**src/rtl/obstacle_gen.sv**
```systemverilog
// obstacle_gen: LFSR-driven obstacle column generator feeding a show-ahead FIFO.
// Define OBSTACLE_GEN_SCORE_EN to build the saturating popped-pipe counter.
module obstacle_gen #(
    parameter int DEPTH   = 4,
    parameter int MIN_GAP = 3
) (
    input  logic                   clk,
    input  logic                   resetn,
    input  logic                   start,
    input  logic [15:0]            seed,
    input  logic                   req,
    output logic [1:0]             obs,
    output logic                   obs_valid,
    output logic [$clog2(DEPTH):0] level,
    output logic                   underflow,
    output logic [7:0]             pipes_popped
);
    localparam int PW = $clog2(DEPTH);
    localparam int LW = PW + 1;
    localparam int GW = (MIN_GAP < 2) ? 1 : $clog2(MIN_GAP + 1);

    localparam logic [15:0]   LFSR_INIT  = 16'hACE1;
    localparam logic [15:0]   LFSR_MASK  = 16'hB400;
    localparam logic [LW-1:0] LEVEL_ZERO = LW'(0);
    localparam logic [LW-1:0] LEVEL_ONE  = LW'(1);
    localparam logic [LW-1:0] LEVEL_FULL = LW'(DEPTH);
    localparam logic [PW-1:0] PTR_ZERO   = PW'(0);
    localparam logic [PW-1:0] PTR_ONE    = PW'(1);
    localparam logic [GW-1:0] GAP_ZERO   = GW'(0);
    localparam logic [GW-1:0] GAP_ONE    = GW'(1);
    localparam logic [GW-1:0] GAP_RELOAD = GW'(MIN_GAP);

    typedef enum logic [1:0] {
        ST_IDLE = 2'd0,
        ST_FILL = 2'd1,
        ST_RUN  = 2'd2
    } state_t;

    function automatic logic [15:0] lfsr_step(input logic [15:0] v);
        return v[0] ? ({1'b0, v[15:1]} ^ LFSR_MASK) : {1'b0, v[15:1]};
    endfunction

    state_t          state_r;
    logic [PW-1:0]   wr_ptr_r;
    logic [PW-1:0]   rd_ptr_r;
    logic [LW-1:0]   level_r;
    logic [GW-1:0]   gap_r;
    logic [15:0]     lfsr_r;
    logic            underflow_r;
    logic [1:0]      obs_r;
    logic            obs_valid_r;
    logic [1:0]      mem_r [DEPTH];

    state_t          state_next_s;
    logic            push_s;
    logic            pop_s;
    logic            uflow_s;
    logic [1:0]      push_data_s;
    logic [GW-1:0]   gap_next_s;
    logic [PW-1:0]   wr_next_s;
    logic [PW-1:0]   rd_next_s;
    logic [LW-1:0]   level_next_s;
    logic [1:0]      head_next_s;
    logic            valid_next_s;

    // Next-state, FIFO bookkeeping and look-ahead of the registered head column
    always_comb begin
        push_s = !start && (state_r == ST_FILL || state_r == ST_RUN) && (level_r < LEVEL_FULL);
        pop_s  = !start && req && obs_valid_r;
        uflow_s = !start && req && (state_r == ST_RUN) && !obs_valid_r;

        push_data_s = (gap_r != GAP_ZERO) ? 2'b00 : lfsr_r[1:0];
        if (gap_r != GAP_ZERO) begin
            gap_next_s = gap_r - GAP_ONE;
        end else if (lfsr_r[1:0] != 2'b00) begin
            gap_next_s = GAP_RELOAD;
        end else begin
            gap_next_s = gap_r;
        end

        state_next_s = state_r;
        case (state_r)
            ST_IDLE: state_next_s = ST_IDLE;
            ST_FILL: state_next_s = (level_r == LEVEL_FULL) ? ST_RUN : ST_FILL;
            ST_RUN:  state_next_s = ST_RUN;
            default: state_next_s = ST_IDLE;
        endcase
        if (start) begin
            state_next_s = ST_FILL;
        end else begin
            state_next_s = state_next_s;
        end

        wr_next_s = push_s ? (wr_ptr_r + PTR_ONE) : wr_ptr_r;
        rd_next_s = pop_s ? (rd_ptr_r + PTR_ONE) : rd_ptr_r;
        if (push_s && !pop_s) begin
            level_next_s = level_r + LEVEL_ONE;
        end else if (pop_s && !push_s) begin
            level_next_s = level_r - LEVEL_ONE;
        end else begin
            level_next_s = level_r;
        end
        if (start) begin
            wr_next_s    = PTR_ZERO;
            rd_next_s    = PTR_ZERO;
            level_next_s = LEVEL_ZERO;
        end else begin
            level_next_s = level_next_s;
        end

        // A push landing on the new head slot only happens when it becomes the sole entry
        if (level_next_s == LEVEL_ZERO) begin
            head_next_s = 2'b00;
        end else if (push_s && (wr_ptr_r == rd_next_s)) begin
            head_next_s = push_data_s;
        end else begin
            head_next_s = mem_r[rd_next_s];
        end

        valid_next_s = (state_next_s == ST_RUN) && (level_next_s != LEVEL_ZERO);
    end

    // Control state, LFSR, gap counter and registered outputs
    always_ff @(posedge clk or negedge resetn) begin
        if (!resetn) begin
            state_r     <= ST_IDLE;
            wr_ptr_r    <= PTR_ZERO;
            rd_ptr_r    <= PTR_ZERO;
            level_r     <= LEVEL_ZERO;
            gap_r       <= GAP_ZERO;
            lfsr_r      <= LFSR_INIT;
            underflow_r <= 1'b0;
            obs_r       <= 2'b00;
            obs_valid_r <= 1'b0;
        end else if (start) begin
            state_r     <= ST_FILL;
            wr_ptr_r    <= PTR_ZERO;
            rd_ptr_r    <= PTR_ZERO;
            level_r     <= LEVEL_ZERO;
            gap_r       <= GAP_ZERO;
            lfsr_r      <= (seed == 16'h0000) ? LFSR_INIT : seed;
            underflow_r <= 1'b0;
            obs_r       <= 2'b00;
            obs_valid_r <= 1'b0;
        end else begin
            state_r  <= state_next_s;
            wr_ptr_r <= wr_next_s;
            rd_ptr_r <= rd_next_s;
            level_r  <= level_next_s;
            if (push_s) begin
                gap_r  <= gap_next_s;
                lfsr_r <= lfsr_step(lfsr_r);
            end else begin
                gap_r  <= gap_r;
                lfsr_r <= lfsr_r;
            end
            if (uflow_s) begin
                underflow_r <= 1'b1;
            end else begin
                underflow_r <= underflow_r;
            end
            obs_r       <= head_next_s;
            obs_valid_r <= valid_next_s;
        end
    end

    // FIFO storage
    always_ff @(posedge clk or negedge resetn) begin
        if (!resetn) begin
            for (int i = 0; i < DEPTH; i++) begin
                mem_r[i] <= 2'b00;
            end
        end else if (push_s) begin
            mem_r[wr_ptr_r] <= push_data_s;
        end else begin
            mem_r[wr_ptr_r] <= mem_r[wr_ptr_r];
        end
    end

`ifdef OBSTACLE_GEN_SCORE_EN
    logic [7:0] popped_r;

    // Saturating count of popped pipe columns
    always_ff @(posedge clk or negedge resetn) begin
        if (!resetn) begin
            popped_r <= 8'h00;
        end else if (start) begin
            popped_r <= 8'h00;
        end else if (pop_s && (obs_r != 2'b00) && (popped_r != 8'hFF)) begin
            popped_r <= popped_r + 8'h01;
        end else begin
            popped_r <= popped_r;
        end
    end

    assign pipes_popped = popped_r;
`else
    assign pipes_popped = 8'h00;
`endif

    assign obs       = obs_r;
    assign obs_valid = obs_valid_r;
    assign level     = level_r;
    assign underflow = underflow_r;

endmodule

```
**config.mk**
```make
export PLATFORM = sky130hd
export DESIGN_NAME = obstacle_gen
export DESIGN_NICKNAME = d
export VERILOG_FILES = /design/src/rtl/obstacle_gen.sv
export SDC_FILE = /design/constraint.sdc
export NUM_CORES = 1
export LEC_CHECK = 0
export CORE_ASPECT_RATIO = 1.25
export CORE_MARGIN = 2
export CORE_UTILIZATION = 45
export DETAILED_ROUTE_END_ITERATION = 16
export DONT_BUFFER_PORTS = 1
export GPL_TIMING_DRIVEN = 0
export MAX_ROUTING_LAYER = met4
export SKIP_LAST_GASP = 1
export SLEW_MARGIN = 20
export SYNTH_ARGS = -nofsm -noshare
export SYNTH_HDL_FRONTEND = slang
export SYNTH_SLANG_ARGS = --single-unit
```
**constraint.sdc**
```tcl
create_clock -name clk -period 4.4 [get_ports clk]
set_clock_uncertainty 0.1 [all_clocks]
set_input_delay 1.1 -clock clk [delete_from_list [all_inputs] [get_ports clk]]
set_output_delay 1.1 -clock clk [all_outputs]
set_load 0.02 [all_outputs]
```
==> results of run 1 <==
-- synthesized netlist by cell type (all sizes together), types with 2 or more instances --
library cell,instances
a21oi,14
a22oi,5
a31oi,3
buf,9
clkbuf,7
dfrtp,31
dfstp,8
ha,10
inv,12
mux2i,3
mux4,4
nand2,20
nand3,2
nor2,33
nor2b,2
nor3,4
nor4,4
o21ai,14
o22ai,7
o31ai,3
or4,2
xnor2,7
-- worst max-delay path, cell delays in order --
cell and delay (ns):
nand2_2 0.12, mux2i_4 0.32, mux4_1 0.59, o31ai_1 0.08
a21oi_1 0.10
-- final cells by class --
type                            instances  area [µm²]  area share (%)
Clock buffer                            6        72.6            3.11
Multi-Input combinational cell        156        1040            44.4
Inverter                               12        45.0            1.93
Sequential cell                        39         986            42.2
Tap cell                               60        75.1            3.21
Clock inverter                          2        12.5           0.536
Buffer                                 16         108            4.61
-- layer usage --
metal / GRT usage [%] / up-vias / routed length [µm]
met5: - / - / 0
met4: 6.88 / 0 / 77
met3: 4.02 / 6 / 187
met2: 27.5 / 34 / 2090
met1: 22.7 / 737 / 1860
li1: - / 767 / -
-- kinds of logic (layout without fill, tap and decap cells) --
family / Yosys count / after routing / synth area share, %
flip-flops: 39 / 39 / 45.9
AO/OA/AOI/OAI: 51 / 51 / 14.4
multiplexers: 8 / 8 / 7.62
buffers and inverters: 28 / 36 / 7.10
other: 1 / 8 / 0.174
adder cells (fa/ha/maj): 10 / 10 / 5.82
AND/OR/NAND/NOR: 70 / 70 / 14.7
XOR/XNOR: 9 / 9 / 4.31
-- state kept, by name, summed over array words and instances, names as in the netlist, 2 cells and up --
name and flops:
lfsr_r 16, mem_r 8, level 3, gap_r 2, obs 2, rd_ptr_r 2
state_r 2, wr_ptr_r 2
-- final timing paths --
check                           depth (start not counted)        from          to  slack (ns)
worst min register to register                          2   lfsr_r[8]   lfsr_r[8]        0.41
worst max register to register                          6  state_r[0]  lfsr_r[13]        2.20
min in group clk                                        2   lfsr_r[8]   lfsr_r[8]        0.41
worst min-delay path                                    0      resetn  lfsr_r[12]        0.39
worst max-delay path                                    5         req      obs[1]        2.17
max in group asynchronous                               0      resetn   lfsr_r[5]        3.63
-- power breakdown --
part | internal [mW] | total [mW] | switching [mW]
Combinational | 0.277 | 0.601 | 0.324
Clock | 0.111 | 0.234 | 0.123
Sequential | 0.518 | 0.634 | 0.116
-- layout by cell type (no fill, tap or decap), types with 2 or more instances in the layout --
cell and n:
nor2_1 32, dfrtp_1 31, nand2_1 19, o21ai_0 14, a21oi_1 14, inv_1 12, ha_1 10, buf_4 8
conb_1 8, dfstp_2 8, clkbuf_1 7, xnor2_1 7, o22ai_1 7, clkbuf_8 6, a22oi_1 5, nor3_1 4
nor4_1 4, o31ai_1 3, a31oi_1 3, nor2b_1 2, mux2i_4 2, or4_1 2, mux4_1 2, mux4_2 2
==> results, run 1 <==
- The placeable core region is between 0.004 and 0.005 mm².
- The smallest clock period supported by the final layout is computed as between 2 and 2.5 ns.
- The run finished with clean final reports.
- The width of the die is 65.8 µm.
- The maximum buffer depth of the clock tree is 2.
- The count of hold-fix buffers inserted at cts is 0.
- At the end of the flow the core is filled with cells to between 50 and 60%.
- The floorplan step set the die height to 81.3 µm.
- The number of pins exceeding their max-slew limit in the final report is 0.
- By area the synthesized netlist is led by dfrtp_1 36%, dfstp_2 9.8%, ha_1 5.8%.
- The netlist area before placement is approximately 0.0021 mm².
- The dominant cell type by area after synthesis is dfrtp_1.
- Setup repair after global routing left no endpoint under its margin.
- The fraction of final layout cells with drive strength greater than 1 is 15.6%.
- After layout, the worst path uses between 50 and 60% of the clock period.
- The worst hold slack is 0.389 ns.
- For this run, the leading register cell type out of synthesis is dfrtp_1.
- The number of global-route vias before repair was about 1400.
- The maximum fanout along the worst path is 7.
- The clock transition time at the flip-flop clock pins of the worst setup and hold paths is approximately 0.08 ns.
- For this run, the top clock speed supported by timing is 449 MHz.
- The worst supply voltage drop on vdd is 0.224 mV.
- The post-detailed-route wirelength per cell is 14.5 µm.
- The H-tree depth is 2.
- The worst setup path is launched from a primary input.
- The worst-margin pin slew is between 0.6 and 0.7 ns.
- Global routing used between 10% and 20% of the available tracks.
- During synthesis, Yosys emitted a total of 0 warnings.
- The die covers 0.00535 mm².
- Of the synthesized area, sequential elements account for a little under half.
- The post-synthesis cell count is approximately 220.
- The number of distinct library cell variants in the gate-level netlist after synthesis is 41.
- The required time of the worst setup path is 4.47 ns.
- The diode insertion count for antenna repair is 0.
- Including well taps, the total number of placed cells is 283.
- The tool flagged a number of max-cap violations equal to 0.
- For this design, the sink count on the clock tree is 39.
- The count of cells resized by post-cts repair is 0.
- The detailed-routing iteration count for the pre-antenna-repair pass is 4.
- The overall power after layout is 1.47 mW.
- The number of setup buffers added after CTS is 0.
- Setup total negative slack on the finished layout was measured at 0 ns.
- The number of buffers created by CTS is 5.
- The placed instances occupy a cell area of 0.00225 mm².
- For this run, design rule violations remaining after detail routing come to 0.
- In this run the tightest slew margin relative to its limit is 58.7%.
- The count of flip-flops with a built-in enable after synthesis is 0.
- The site row count is 28.
- The clock reaches the later pin of the worst-skew pair after a little under 0.3 ns.
- The final setup violation count is 0.
- The final cell area excluding filler cells is between 0.002 and 0.0025 mm².
- The number of fill cells is 464.
- The initial antenna violation count is 0.
- The first routing iteration left 81 violations.
- The vias after detailed routing is 1544.
- The worst hold path class is in -> async.
- Entering global routing, the biggest net connects 40 pins.
- The total count of hold-check failures in the final report is 0.
- Data arrives at the worst endpoint at between 2 and 2.5 ns.
- The clock root buffer is clkbuf_8.
- After synthesis the netlist holds a flip-flop and latch count of 39.
- Summed over all layers, the routed wires come to roughly 4.2 mm.
- Once layout is complete, the cells apart from fillers number 291.
- Relative to the synthesized area, the layout overhead comes to 8.67%.
- The category of the worst setup path capture point is a flop.
- The global placement routability congestion is a little over 0.7.
- TritonCTS built the clock tree.
- The count of antenna-violating nets left after detailed routing is 0.
- The fraction of registers with async set/reset is 100%.
- The effective utilization at floorplan is 46.1%.
- The first global-routing pass estimated about 6.9 mm of wire.
- The number of buffers added on ports is 0.
- Prior to clock tree synthesis, the placed netlist has a worst setup slack of about 1.8 ns.
- Summed over all layers, the global routing overflow is 0.
- In the routed layout, each cell is associated on average with a via count of ~5.3.
- 35 I/O pins were placed.
- In this run the static leakage power is 1.04 nW.
- The power density over cell area is between 600 and 700 mW/mm².
- Averaged over all synthesized cells, the footprint is roughly 10 µm².
- The type of the worst setup path is in -> reg.
- The net count of the finished layout is 260.
- The wire-length estimate of the detail-placed layout is around 3.1 mm.
- The final worst-path setup slack is ~2.2 ns.
- The share of synthesized area in the top cell type comes to 36.1%.
No activity file was read; power rests on OpenSTA's default activity.
==> inputs of run 2 (changes only) <==
==> constraint.sdc (replaced) <==
create_clock -name clk -period 2.3 [get_ports clk]
set_clock_uncertainty 0.1 [all_clocks]
set_input_delay 0.575 -clock clk [delete_from_list [all_inputs] [get_ports clk]]
set_output_delay 0.575 -clock clk [all_outputs]
set_load 0.02 [all_outputs]
==> results, run 2 (synthesis gave the netlist of run 1 again) <==
- The flow ran to the end, and the final reports show no timing, DRC or antenna violations.
- The post-detailed-route wirelength per cell is 14.5 µm (+0.37%).
- The number of buffers created by CTS is 5 (unchanged).
- The core occupancy in the finished layout is 51.1% (+0.97 points).
- The power density over cell area is 1190 mW/mm² (+89%).
- STA classifies the critical path startpoint as a flop.
- The global routing met2 resource utilization is 27.9% (+0.40 points).
- The global placement routability congestion is 0.705 (unchanged).
- The required time of the worst setup path was 2.42 ns (-2.05 ns).
- The category of the worst setup path capture point is a flop.
- The die area is 0.00535 mm² (unchanged).
- Setup repair after global routing left no endpoint under its margin.
- The final worst-path setup slack came to 0.179 ns (-1.99 ns).
- The area occupied by registers is 986 µm² (unchanged).
- The total count of hold-check failures in the final report is 0 (unchanged).
- The number of pins exceeding their max-slew limit in the final report is 0 (unchanged).
- The number of flip-flops under the largest register name was 16 (unchanged).
- The total I/O pin count is 35 (unchanged).
- The final setup violation count is 0 (unchanged).
- The half-perimeter wire length after placement is 3.10 mm (unchanged).
- Derived from the worst setup path, the maximum achievable clock frequency is approximately 470 MHz.
- Of the available clock period, the critical path in the final layout requires between 90% and 100%.
- The number of maximum-capacitance violations is 0 (unchanged).
- The clock tree from TritonCTS is built.
- The vias after detailed routing is 1556 (+0.78%).
- In the layout the commonest cells are 32 x nor2_1, 31 x dfrtp_1, 19 x nand2_1.
- The count of antenna-violating nets left after detailed routing is 0 (unchanged).
- The initial antenna violation count is 0 (unchanged).
- The total DRC errors in the routed layout is 0 (unchanged).
- The standby leakage power came to 1.06 nW (+1.8%).
- The effective utilization at floorplan is 46.1% (unchanged).
- The slowest stage of the critical path is the or4_1 cell.
- The shortest clock period the worst path allows after layout is 2.12 ns.
- The width of the die is 65.8 µm (unchanged).
- The count of clock tree sinks is 39 (unchanged).
- met2 is the most crowded layer.
- The overall power after layout is 2.83 mW (+93%).
- The pin count of the biggest net entering global routing is 32 (-20%).
- The via density per instance was 5.29 (-0.25%).
- The detailed-routing iteration count for the pre-antenna-repair pass is 4 (unchanged).
- The insertion delay to the later sink of the worst-skew pair is 0.30 ns (about the same).
- The number of fill cells was 459 (-1.1%).
- The H-tree depth is 2 (unchanged).
- The number of design-rule violations left by the first detailed-router iteration is 57 (-30%).
- The area taken by multi-input logic gates is 0.00104 mm² (+0.48%).
- Compared with the post-synthesis result, the final layout area differs by 10.8%.
- The met1 track utilization from global routing is 23.1% (+0.36 points).
- The worst setup path is of the reg -> reg kind.
- The fraction of final layout cells with drive strength greater than 1 is 16.2% (+0.65 points).
- The clock transition time at the flip-flop clock pins of the worst setup and hold paths is 0.08 ns (about the same).
- The first-pass GRT wire length is 6.94 mm (+1.1%).
- The most common cell after layout, fill and taps aside is nor2_1.
- The number of global-route vias before repair came to 1439 (+0.070%).
- The number of setup buffers added after CTS is 0 (unchanged).
- Counting flops per register, the top entry is lfsr_r.
- The global route total overflow is 0 (unchanged).
- The signal arrival time at the worst endpoint is 2.24 ns (-0.06 ns).
- The global routing usage summed across all routing layers is 18.0% (+0.24 points).
- The biggest cell delay along the critical path is 0.55 ns (-0.04 ns).
- The setup TNS is 0 ns (unchanged).
- The site row count is 28 (unchanged).
- The number of buffers added on ports is 0 (unchanged).
- The maximum fanout along the worst path is 9 (+2).
- The clock root buffer is clkbuf_8.
- The worst supply voltage drop on vdd is 0.430 mV (+92%).
- The placeable core region came to 0.00466 mm² (unchanged).
- The worst hold path class is in -> async.
- Walking the worst path, the cells encountered are inv_1 > ha_1 > nor2_2 > nand2_1 > or4_1 > a21oi_1.
- The worst slack at placement is 0.105 ns (-1.74 ns).
- The net total in the final layout is 263 (+1.2%).
- The vertical extent of the die is 81.3 µm (unchanged).
- The fraction of met3 tracks used by global routing is 4.02% (unchanged).
- The total length of routed wires came to 4.27 mm (+1.4%).
- The diode insertion count for antenna repair was 0 (unchanged).
- The maximum buffer depth of the clock tree is 2 (unchanged).
==> run 2: cell count changes in the layout (fill, tap and decap cells not counted) <==
cell / change
nor3_2: +1
buf_12: +1
dlygate4sd3_1: +2
nor3_1: -1
==> run 2: final timing paths <==
| check | from | to | slack (ns) | depth (start not counted) |
|---|---|---|---|---|
| min in group clk | seed[12] | lfsr_r[12] | 0.30 | 2 |
| setup reg to reg | state_r[0] | obs[1] | 0.18 | 6 |
| max in group asynchronous | resetn | wr_ptr_r[0] | 1.32 | 2 |
| hold reg to reg | lfsr_r[8] | lfsr_r[8] | 0.41 | 2 |
| hold / removal | resetn | lfsr_r[5] | 0.02 | 0 |
| setup / recovery | state_r[0] | obs[1] | 0.18 | 6 |
==> run 2: layout make-up <==
| cell class | count | share of cell area [%] |
|---|---|---|
| Clock inverter | 2 | 0.525 |
| Clock buffer | 6 | 3.05 |
| Timing Repair Buffer | 3 | 1.68 |
| Inverter | 12 | 1.89 |
| Sequential cell | 39 | 41.4 |
| Buffer | 16 | 4.52 |
| Multi-Input combinational cell | 156 | 43.8 |
| Tap cell | 60 | 3.15 |
==> run 2: worst max-delay path, delay by kind of cell, from the launching register on <==
family | cells | cell delay [ns]
flip-flops | 1 | 0.35
AO/OA/AOI/OAI | 1 | 0.14
AND/OR/NAND/NOR | 3 | 1.02
buffers and inverters | 1 | 0.04
adder cells (fa/ha/maj) | 1 | 0.38
==> run 2: what timing repair did <==
item / 4_1_cts / 5_1_grt
hold endpoints to repair: 31 / 5
gates resized for setup: 0 / 1
hold buffers: 2 / 1
endpoints found under the setup margin: 0 / 5
==> run 2: routing by layer <==
metal	wire, µm	vias to the layer above
met5	0	-
met4	77	0
met3	195	6
met2	2110	32
met1	1890	744
li1	-	774
==> run 2: power breakdown <==
group | total (mW) | switching (mW) | internal, mW | leakage, nW
clock | 0.449 | 0.237 | 0.212 | 0.0412
sequential | 1.21 | 0.222 | 0.991 | 0.460
combinational | 1.17 | 0.636 | 0.537 | 0.561
total | 2.83 | 1.09 | 1.74 | 1.06
==> run 2: through the flow <==
stage	std cells	area, µm²	hold slack (ns)
floorplan	223	2180	0.179
global placement	283	2250	0.180
detailed placement	283	2250	0.180
CTS	293	2370	0.00396
global route	294	2380	0.00144
finish	294	2380	0.0192
